### src/rtl/regfile_pkg.sv
// Shared constants and types for the register-file write path.
// Only the defaults live here; the arbiter takes its widths as parameters.
package regfile_pkg;

  localparam int DATA_W   = 64;
  localparam int ADDR_W   = 5;
  localparam int NUM_REGS = 2 ** ADDR_W;
  localparam int ZERO_REG = 31;

  typedef struct packed {
    logic [ADDR_W-1:0] addr;
    logic [DATA_W-1:0] data;
  } wr_req_t;

endpackage

### src/rtl/rr_arbiter.sv
// Round-robin arbiter: the grant is combinational from req and the rotating pointer.
// The pointer moves just past the winner whenever a grant is issued and advance is set.
module rr_arbiter #(
  parameter int N = 2
) (
  input  logic         clk,
  input  logic         reset,
  input  logic [N-1:0] req,
  input  logic         advance,
  output logic [N-1:0] gnt
);

  localparam int PW = (N > 1) ? $clog2(N) : 1;

  logic [PW-1:0] rrPtr_q, rrPtr_d;
  logic          found;

  // Scan starts at the pointer and wraps; the first requester found wins.
  always_comb begin
    gnt     = '0;
    rrPtr_d = rrPtr_q;
    found   = 1'b0;
    for (int k = 0; k < N; k++) begin
      for (int i = 0; i < N; i++) begin
        if (!found && req[i] && (i == ((int'(rrPtr_q) + k) % N))) begin
          gnt[i] = 1'b1;
          found  = 1'b1;
          if (advance) begin
            rrPtr_d = PW'((i + 1) % N);
          end
        end
      end
    end
  end

  always_ff @(posedge clk) begin
    if (reset) begin
      rrPtr_q <= '0;
    end else begin
      rrPtr_q <= rrPtr_d;
    end
  end

endmodule

### src/rtl/regfile_write_arbiter.sv
// Shares the register-file write port between NUM_REQ producers.
// Each producer has a one-entry holding buffer; writes to the zero register are dropped.
module regfile_write_arbiter #(
  parameter int NUM_REQ  = 2,
  parameter int DATA_W   = regfile_pkg::DATA_W,
  parameter int ADDR_W   = regfile_pkg::ADDR_W,
  parameter int ZERO_REG = regfile_pkg::ZERO_REG
) (
  input  logic                             clk,
  input  logic                             reset,
  input  logic [NUM_REQ-1:0]               req_valid,
  output logic [NUM_REQ-1:0]               req_ready,
  input  logic [NUM_REQ-1:0][ADDR_W-1:0]   req_addr,
  input  logic [NUM_REQ-1:0][DATA_W-1:0]   req_data,
  output logic                             rf_write_en,
  output logic [ADDR_W-1:0]                rf_write_reg,
  output logic [DATA_W-1:0]                rf_write_data,
  output logic [NUM_REQ-1:0]               grant,
  output logic [(2**ADDR_W)-1:0]           pending_mask
);

  import regfile_pkg::*;

  logic [NUM_REQ-1:0]             holdV_q;
  logic [NUM_REQ-1:0][ADDR_W-1:0] holdAddr_q;
  logic [NUM_REQ-1:0][DATA_W-1:0] holdData_q;
  logic [NUM_REQ-1:0]             arbReq;
  logic [NUM_REQ-1:0]             accept;

  // Reset masks the arbiter so no stale buffer can strobe while reset is high.
  assign arbReq = reset ? '0 : holdV_q;

  rr_arbiter #(.N(NUM_REQ)) u_arb (
    .clk     (clk),
    .reset   (reset),
    .req     (arbReq),
    .advance (!reset),
    .gnt     (grant)
  );

  assign req_ready = reset ? '0 : (~holdV_q | grant);
  assign accept    = req_valid & req_ready;

  always_ff @(posedge clk) begin
    for (int i = 0; i < NUM_REQ; i++) begin
      if (reset) begin
        holdV_q[i]    <= 1'b0;
        holdAddr_q[i] <= '0;
        holdData_q[i] <= '0;
      end else if (accept[i] && (req_addr[i] != ADDR_W'(ZERO_REG))) begin
        holdV_q[i]    <= 1'b1;
        holdAddr_q[i] <= req_addr[i];
        holdData_q[i] <= req_data[i];
      end else if (grant[i]) begin
        holdV_q[i]    <= 1'b0;
      end
    end
  end

  // Grant is one-hot, so OR-ing the gated buffers acts as the output mux.
  always_comb begin
    rf_write_en   = |grant;
    rf_write_reg  = '0;
    rf_write_data = '0;
    pending_mask  = '0;
    for (int i = 0; i < NUM_REQ; i++) begin
      if (grant[i]) begin
        rf_write_reg  = rf_write_reg  | holdAddr_q[i];
        rf_write_data = rf_write_data | holdData_q[i];
      end
      if (holdV_q[i] && !reset) begin
        pending_mask[holdAddr_q[i]] = 1'b1;
      end
    end
  end

endmodule
### config.mk
export PLATFORM = sky130hd
export DESIGN_NAME = regfile_write_arbiter
export DESIGN_NICKNAME = d
export VERILOG_FILES = /design/src/rtl/regfile_pkg.sv /design/src/rtl/rr_arbiter.sv /design/src/rtl/regfile_write_arbiter.sv
export SDC_FILE = /design/constraint.sdc
export NUM_CORES = 1
export LEC_CHECK = 0
export CAP_MARGIN = 20
export CORE_MARGIN = 2
export CORE_UTILIZATION = 35
export DETAILED_ROUTE_END_ITERATION = 10
export PLACE_DENSITY = 0.64
export SYNTH_ARGS = -nofsm -noshare
export SYNTH_HDL_FRONTEND = slang
export SYNTH_HIERARCHICAL = 1
export SYNTH_SLANG_ARGS = --single-unit
### constraint.sdc
create_clock -name clk -period 2.9 [get_ports clk]
set_input_delay 0.87 -clock clk [delete_from_list [all_inputs] [get_ports clk]]
set_output_delay 0.87 -clock clk [all_outputs]
set_load 0.01 [all_outputs]
# Yosys cells after proc, flatten, opt, wreduce, memory -nomap -nowiden
# Cells that the tools add are included.
[totals]
in_bits = 142
out_inout_bits = 106
regBits = 141
wordCells = 71
[classes]
n_addsub = 1
reduce_logical = 24
magnitude_cmp = 4
n_eq_ne = 3
muxes = 25
bitwise_logic = 7
[op_table]
columns = ["operator", "n"]
rows = [
  ["2-to-1 mux 64 bit", 2],
  ["zero test 32 bit", 2],
  ["2-to-1 mux 32 bit", 2],
  ["bitwise OR 64 bit", 1],
  ["bitwise OR 32 bit", 1],
  ["2-to-1 mux 1 bit", 15],
  ["logical AND 1 bit", 13],
  ["less-than comparator 5 x 6 -> 1 bit, second input constant", 2],
  ["demux 1 bit (select 5 bit)", 2],
  [">= comparator 5 x 1 -> 1 bit, second input constant", 2],
  ["2-to-1 mux 5 bit", 2],
  ["inequality test 5 bit, second input constant", 2],
  ["bitwise OR 5 bit", 1],
  ["zero test 1 bit", 4],
  ["2-to-1 mux 2 bit", 2],
  ["nonzero test 2 bit", 2],
  ["OR reduction 2 bit", 2],
  ["nonzero test 3 bit", 1],
  ["AND 2 bit", 1],
  ["== test 2 bit, first input constant", 1],
  ["inverter 2 bit", 1],
  ["bitwise OR 2 bit", 1],
  ["adder 1 bit, second input constant", 1],
  ["AND 1 bit, first input constant", 1],
]

# Logic depth before layout (Yosys ltp)
# Gate-level depths: netlist (run 1).
[depth]
word_depth = 20
mapped_depth = 10
mapped_depth_nobuf = 5

# Cells and area by module
# The synthesis (run 1) kept the hierarchy.
[by_module_without_submodules]
columns = ["mod", "cells_per_inst", "area_each_um2", "seq_area_each_um2", "n_inst"]
rows = [
  ["regfile_write_arbiter", 621, 6794.0, 2802.7, 1],
  ["rr_arbiter", 7, 65.1, 20.0, 1],
]

# Worst setup path before layout (run 1)
# Ideal clock, no wire load.
[synth_path]
path_type = "input to output"
from = "in reset"
to = "out rf_write_data[10]"
cell_stages = 7
setup_slack_ps = -337
required_time_ps = 2030
t_arrival_ps = 2367
path_buffers = 4
path_cell_list = "buf_2 > nor2b_1 > buf_2 > a21boi_0 > buf_2 > clkbuf_1 > a22o_1"
[synth_via]
elab_cells_between_ends = 20
classes_between = "9 x mux; 1 x bitwise; 10 x reduce/logical"
[synth_lines]
columns = ["element", "line", "text"]
rows = [
  ["start, declared", "regfile_write_arbiter.sv:10", "input logic reset,"],
  ["2-to-1 mux 2 bit (*)", "regfile_write_arbiter.sv:31", "assign arbReq = reset ? '0 : holdV_q;"],
  ["named net arbReq[0]", "regfile_write_arbiter.sv:27", "logic [NUM_REQ-1:0] arbReq;"],
  ["logical AND 1 bit", "rr_arbiter.sv:25", "if (!found && req[i] && (i == ((int'(rrPtr_q) + k) % N))) begin"],
  ["2-to-1 mux 1 bit", "rr_arbiter.sv:25", ""],
  ["zero test 1 bit", "rr_arbiter.sv:25", ""],
  ["logical AND 1 bit (2 in series)", "rr_arbiter.sv:25", ""],
  ["2-to-1 mux 1 bit", "rr_arbiter.sv:25", ""],
  ["zero test 1 bit", "rr_arbiter.sv:25", ""],
  ["logical AND 1 bit (2 in series)", "rr_arbiter.sv:25", ""],
  ["2-to-1 mux 1 bit (*)", "rr_arbiter.sv:25", ""],
  ["named net grant[0]", "regfile_write_arbiter.sv:18", "output logic [NUM_REQ-1:0] grant,"],
  ["2-to-1 mux 64 bit (*)", "regfile_write_arbiter.sv:67", "if (grant[i]) begin"],
  ["bitwise OR 64 bit", "regfile_write_arbiter.sv:69", "rf_write_data = rf_write_data | holdData_q[i];"],
  ["2-to-1 mux 64 bit (*)", "regfile_write_arbiter.sv:67", ""],
  ["end, declared", "regfile_write_arbiter.sv:17", "output logic [DATA_W-1:0] rf_write_data,"],
]
# The timed path passes the listed nets; every way through them passes the cells marked *.

# Worst setup path in the final report (run 1)
[layout_path]
from = "in reset"
to = "out rf_write_en"
[layout_via]
elab_chain_cells = 16
elab_cells_between_ends = 18
classes_between = "7 x mux; 11 x reduce/logical"
[layout_lines]
columns = ["element", "line", "text"]
rows = [
  ["2-to-1 mux 2 bit (*)", "regfile_write_arbiter.sv:31", ""],
  ["logical AND 1 bit", "rr_arbiter.sv:25", ""],
  ["2-to-1 mux 1 bit", "rr_arbiter.sv:25", ""],
  ["zero test 1 bit", "rr_arbiter.sv:25", ""],
  ["logical AND 1 bit (2 in series)", "rr_arbiter.sv:25", ""],
  ["2-to-1 mux 1 bit", "rr_arbiter.sv:25", ""],
  ["zero test 1 bit", "rr_arbiter.sv:25", ""],
  ["logical AND 1 bit (2 in series)", "rr_arbiter.sv:25", ""],
  ["2-to-1 mux 1 bit", "rr_arbiter.sv:25", ""],
  ["zero test 1 bit", "rr_arbiter.sv:25", ""],
  ["logical AND 1 bit (2 in series)", "rr_arbiter.sv:25", ""],
  ["2-to-1 mux 1 bit", "rr_arbiter.sv:25", ""],
  ["OR reduction 2 bit (*)", "regfile_write_arbiter.sv:62", "rf_write_en = |grant;"],
  ["end, declared", "regfile_write_arbiter.sv:15", "output logic rf_write_en,"],
]
# Mark *: on every way between the ends. The rest lies on a longest branch, timed or not.

==> metrics, run 1 <==
Synth Area in XOR/XNOR 0%; DP Wirelength 13.3 mm; global route overflow 0; antenna viol nets, final 0; MaxCap Viol Count 0; simple logic cell fraction of the synthesized area 15.8%; depth of the CTS H-tree 4; die area 0.0207 mm^2; antenna violations before repair 0; leakage 0.00462 uW; DR vias 5760; reg2reg path depth 10; antenna cells 0; worst vdd ir 359 uV; Max transition margin 57.9%; first-pass GRT wire length 32.5 mm; Fin Setup TNS -3.31 ns; kind of critical path in2out; Synth Register Bits 141; Post-Synthesis Cell Area 0.00686 mm^2; reg2reg start holdV_q[0]; initial core utilization 35.5%; crit end category output port; wire per inst 18.0 um; Top Ports 248; largest family of logic cells by synthesized area multiplexers; Syn Area/Cell 10.9 um^2; CTS tree yes; die height 144 um; crit path to rf_write_en; Syn Inst Count 628; Final Hold Fails 0; failing checks setup timing; chip width 144 um; via density per instance 4.85; unrepaired setup endpoints after global routing yes; post-layout min period 3.02 ns; Syn. warnings 6; Least-Margin Pin Slew 0.631 ns; initial drt markers 147; Clk Latency, worst-skew pair 0.42 ns; worst path cell trace buf_8 -> nor2b_4 -> buf_6 -> a21boi_4 -> buf_6 -> buf_8 -> clkbuf_16 -> or2_2 -> buf_6; fin nets 1051; Residual DRC 0; # fillers 1733; Critical Path Stages 9; fin. max-slew vios 0; busiest layer in global routing met2; status complete, but fails checks; Crit path max-delay family buffers and inverters; flop2flop setup slack 0.46 ns; core area 0.0193 mm^2; post-synthesis cell type count 32; Fmax achieved 0.331 GHz; CP most frequent cell buf_6; port buffer count 247; routed wire length 21.4 mm; Cell Pwr Density 498 mW/mm^2; CP peak stage delay 0.30 ns; Synth Area in Adders 0%; WP data required 2.03 ns; critical-path maximum fanout 4; type of origin of the critical path primary input; Seq/Total Area, Yosys 41.2%; Area growth, synth to finish 54.9%; slack of the critical path -0.119 ns; Hold WC Path Type reg2reg; final std cells w/o fill 1187; RD Place Congestion 0.817; met2 usage 34.6%; # rows 51; Layout Utilization 55.0%; mux contribution to synthesized area 24.1%; vias in the first global route 5813; Tot GR Track Use 20.5%; met3 Use GR 5.43%; Worst-path clk slew 0.06 ns; clk_skew 0.0147 ns; final setup fails 55; cts bufs inserted 17; drt first pass iters 4; slowest CP cell or2_2; WP data arrival 2.15 ns; Hold-fix buffers, CTS 0; maximum root-to-sink buffer count 2; worst setup path start reset; Inst Count DP 1121; met1 usage 25.7%; clock sinks 141; worst reg2reg endpoint holdData_q[47]; period utilization 104%; WHS 0.602 ns; layout cell share with drive strength beyond 1 39.7%; Synthesized Nets 770; largest net degree at the start of global routing 60; root buffer cell clkbuf_16; Worst Path Buf+Inv 6; Compound-Gate Fraction of Synth Area 14.2%
how the worst min path moves through the flow:
stage,to,slack [ns],cells after the start,startpoint
after floorplan,holdAddr_q[7],0.54,2,holdAddr_q[7]
after global placement,holdData_q[53],0.58,2,holdData_q[53]
after detailed placement,holdData_q[92],0.58,2,holdData_q[92]
after CTS,holdData_q[100],0.60,2,holdData_q[100]
after global routing,holdData_q[102],0.62,2,holdData_q[102]
final,holdData_q[61],0.60,2,holdData_q[61]
power breakdown:
part           switching [uW]  internal, uW  total (uW)
clock network             936          1240        2170
logic                     346           598         944
registers                85.2          2090        2180
registers in the layout, summed over array words and instances, names as in the netlist, named ones only:
signal      cells
holdAddr_q     10
holdData_q    128
holdV_q         2
stage by stage:
| stage | setup WS (ns) | area (um^2) | total power (uW) |
|---|---|---|---|
| 2_1_floorplan | 0.00602 | 6940 | 2680 |
| 3_3_place_gp | -0.540 | 9740 | 3060 |
| 3_5_place_dp | -0.568 | 9740 | 3070 |
| 4_1_cts | -0.182 | 10600 | 5350 |
| 5_1_grt | -0.174 | 10600 | 5540 |
| 6_report | -0.119 | 10600 | 5290 |
layout by cell type, fill, tap and decap left out, drive strengths merged:
master,n
o2111ai,2
a21bo,1
a41oi,2
clkdlybuf4s15,2
clkdlybuf4s50,140
clkinvlp,3
nand2,2
or2b,2
nand3,6
mux2,134
buf,168
bufinv,1
a311oi,2
o31ai,2
nor2b,138
a21boi,2
a22o,69
o21ai,2
nor2,4
clkbuf,23
o22ai,32
nand3b,11
nand4,2
clkinv,2
or3,4
or2,1
or3b,2
dlygate4sd2,1
a21oi,5
inv,16
dfxtp,141
worst reg2reg max path, cell delays in order (launching register included):
cell and delay [ns]:
dfxtp_1 0.32, nor2b_1 0.13, buf_4 0.14, a21boi_4 0.15
buf_6 0.13, buf_8 0.14, clkbuf_16 0.16, or2b_4 0.26
o2111ai_4 0.13, buf_4 0.37, mux2_2 0.40
Yosys cell counts (all sizes together):
cell,n,area share [%]
nor2b,138,13
or3b,2,0.26
dfxtp,141,41
a311oi,2,0.26
nand4,2,0.18
a21bo,1,0.15
mux2,134,24
buf,24,2.8
nand2,2,0.11
or3,4,0.36
inv,8,0.44
clkbuf,30,1.6
a41oi,2,0.26
nand3,6,0.44
a21oi,5,0.42
o21ai,2,0.15
or2b,2,0.33
nand3b,11,1.2
a22o,69,8.8
o31ai,2,0.22
or2,1,0.091
o2111ai,2,0.77
a21boi,2,0.22
o22ai,32,2.9
nor2,4,0.22
area by class of cell:
class	count	area (um^2)	area share [%]
Clock buffer	18	439	4.13
Timing Repair Buffer	316	3020	28.4
Clock inverter	14	148	1.39
Tap cell	265	332	3.12
Sequential cell	141	2820	26.6
Inverter	8	30.0	0.283
Multi-Input combinational cell	425	3840	36.1
timing repair:
action / 4_1_cts / 5_1_grt
setup buffers: 29 / 5
endpoints found under the setup margin: 106 / 93
gates resized for setup: 451 / 50
cloned: 11 / 2
pin swaps: 42 / 28
cell families after synthesis:
logic type | after synthesis
and+or+nand+nor | 172
DFF | 141
muxes | 134
AOI/OAI and AO/OA | 119
buffers and inverters | 62
metal layers:
metal  share of wire (%)  vias to the layer above
met3                 5.8                       19
met2                  50                      170
met1                  43                     2746
met4                 1.1                        0
li1                    -                     2825
met5                   0                        -
No activity file was read; power rests on OpenSTA's default activity.
==> inputs of run 2 (changes only) <==
--- a/config.mk
+++ b/config.mk
@@ -10,6 +10,7 @@
 export CORE_UTILIZATION = 35
 export DETAILED_ROUTE_END_ITERATION = 10
 export PLACE_DENSITY = 0.64
+export SLEW_MARGIN = 20
 export SYNTH_ARGS = -nofsm -noshare
 export SYNTH_HDL_FRONTEND = slang
 export SYNTH_HIERARCHICAL = 1
==> results of run 2 <==
Final layout, timing and power as in run 1 (identical DEF).
==> inputs of run 3 (changes only) <==
--- a/config.mk
+++ b/config.mk
@@ -9,7 +9,9 @@
 export CORE_MARGIN = 2
 export CORE_UTILIZATION = 35
 export DETAILED_ROUTE_END_ITERATION = 10
-export PLACE_DENSITY = 0.64
+export MAX_ROUTING_LAYER = met4
+export PLACE_DENSITY = 0.61
+export SKIP_LAST_GASP = 1
 export SLEW_MARGIN = 20
 export SYNTH_ARGS = -nofsm -noshare
 export SYNTH_HDL_FRONTEND = slang
==> constraint.sdc (replaced) <==
create_clock -name clk -period 3 [get_ports clk]
set_input_delay 0.9 -clock clk [delete_from_list [all_inputs] [get_ports clk]]
set_output_delay 0.9 -clock clk [all_outputs]
set_load 0.01 [all_outputs]
==> metrics, run 3 (synthesized netlist as in run 1, its figures left out) <==
first-pass GRT wire length 32.5 mm; maximum root-to-sink buffer count 2; DR vias 5803; MaxCap Viol Count 0; Inst Count DP 1117; unrepaired setup endpoints after global routing yes; via density per instance 4.93; antenna violations before repair 0; Placement Setup Slack -0.522 ns; slack of the critical path -0.113 ns; drt first pass iters 4; core area 0.0193 mm^2; Crit path max-delay family buffers and inverters; crit end category output port; Residual DRC 0; final setup fails 83; failing checks setup timing; worst vdd ir 370 uV; vias in the first global route 5853; critical-path maximum fanout 6; Area growth, synth to finish 56.8%; wire per inst 18.9 um; WP data arrival 2.21 ns; Max transition margin 41.6%; worst path cell trace buf_8 -> nor2b_1 -> buf_4 -> buf_4 -> a21boi_4 -> buf_6 -> buf_12 -> buf_16 -> a22o_1 -> buf_2; commonest non-fill, non-tap cells in the layout dfxtp_1, clkdlybuf4s50_1, nor2b_1; port buffer count 247; Top Ports 248; period utilization 104%; Clk Latency, worst-skew pair 0.42 ns; top flop regs holdData_q x128, holdAddr_q x10, holdV_q x2; clock sinks 141; kind of critical path in2out; cts bufs inserted 17; Largest register FFs 128; CTS tree yes; antenna cells 0; Hold WC Path Type reg2reg; Tot GR Track Use 21.0%; Largest Register holdData_q; chip width 144 um; RD Place Congestion 0.920; WHS 0.600 ns; Worst-path clk slew 0.06 ns; post-layout min period 3.11 ns; Worst Path Buf+Inv 7; commonest non-fill, non-tap cell in the layout dfxtp_1; layout cell share with drive strength beyond 1 39.4%; DP Wirelength 14.7 mm; status complete, but fails checks; die area 0.0207 mm^2; Fmax achieved 0.321 GHz; final std cells w/o fill 1177; type of origin of the critical path primary input; clk_skew 0.0105 ns; routed wire length 22.2 mm; die height 144 um; fin. max-slew vios 0; largest net degree at the start of global routing 82; initial drt markers 223; WP data required 2.10 ns; root buffer cell clkbuf_16; slowest CP cell a22o_1; Cell Pwr Density 479 mW/mm^2; # rows 51; CP peak stage delay 0.23 ns; initial core utilization 35.5%; Hold-fix buffers, CTS 0; Final Hold Fails 0; depth of the CTS H-tree 4; antenna viol nets, final 0; fin nets 1042; global route overflow 0; Fin Setup TNS -5.66 ns; Least-Margin Pin Slew 0.877 ns; leakage 0.00451 uW; CP most frequent cell buf_4
==> run 3: cell count changes in the layout (fill, tap and decap cells not counted), moves of 3 or more <==
cell | before | now
o22ai_2 | 11 | 16
clkdlybuf4s15_2 | 0 | 39
inv_8 | 3 | 0
o22ai_1 | 21 | 15
buf_6 | 35 | 18
clkinv_2 | 0 | 5
clkbuf_2 | 3 | 12
buf_2 | 81 | 42
==> run 3: routing by layer <==
metal	track usage, %	share of wire [%]	vias up
li1	-	-	2806
met1	25.9	44	2785
met2	34.7	49	193
met3	4.67	6.1	19
met4	6.04	1.3	0
met5	-	0	-
==> run 3: worst register-to-register path: stages, from the launching register on <==
cell and delay (ns):
dfxtp_1 0.38, nor2b_1 0.15, buf_4 0.15, a21boi_4 0.06, buf_12 0.14, buf_4 0.15, clkbuf_16 0.16, or2b_4 0.28
o2111ai_4 0.14, buf_12 0.29, mux2_2 0.39
==> run 3: power by group <==
group          leakage, uW  switching, uW  total, uW  internal, uW
logic              0.00306            336        912           576
clock network     0.000289            823       2130          1300
registers          0.00116           86.2       2110          2020
total              0.00451           1240       5150          3900
==> run 3: cell type report <==
type,instances,area [um^2]
Timing Repair Buffer,307,3110
Tap cell,265,332
Multi-Input combinational cell,425,3870
Sequential cell,141,2820
Clock inverter,14,165
Fill cell,1674,8580
Inverter,8,30.0
Clock buffer,17,425
==> run 3: worst paths after layout <==
kind | start | endpoint | slack [ns] | depth (start not counted)
worst min-delay path | holdData_q[63] | holdData_q[63] | 0.60 | 2
worst max register to register | holdV_q[0] | holdData_q[89] | 0.60 | 10
worst max-delay path | reset | rf_write_data[4] | -0.11 | 10
worst min register to register | holdData_q[63] | holdData_q[63] | 0.60 | 2
==> run 3: timing repair <==
action / in CTS / in global routing
setup endpoints to repair: 106 / 101
setup buffers: 14 / 6
resized for setup: 370 / 55
pin swaps: 12 / 27
gates cloned: 6 / 3
==> run 3: through the flow <==
step / area [um^2] / power, uW / util, %
floorplan: 6900 / 2580 / -
global placement: 9690 / 2950 / 50.1
detailed placement: 9690 / 2970 / 50.1
CTS: 10600 / 5180 / 54.7
global route: 10800 / 5350 / 55.6
finish: 10800 / 5150 / 55.6
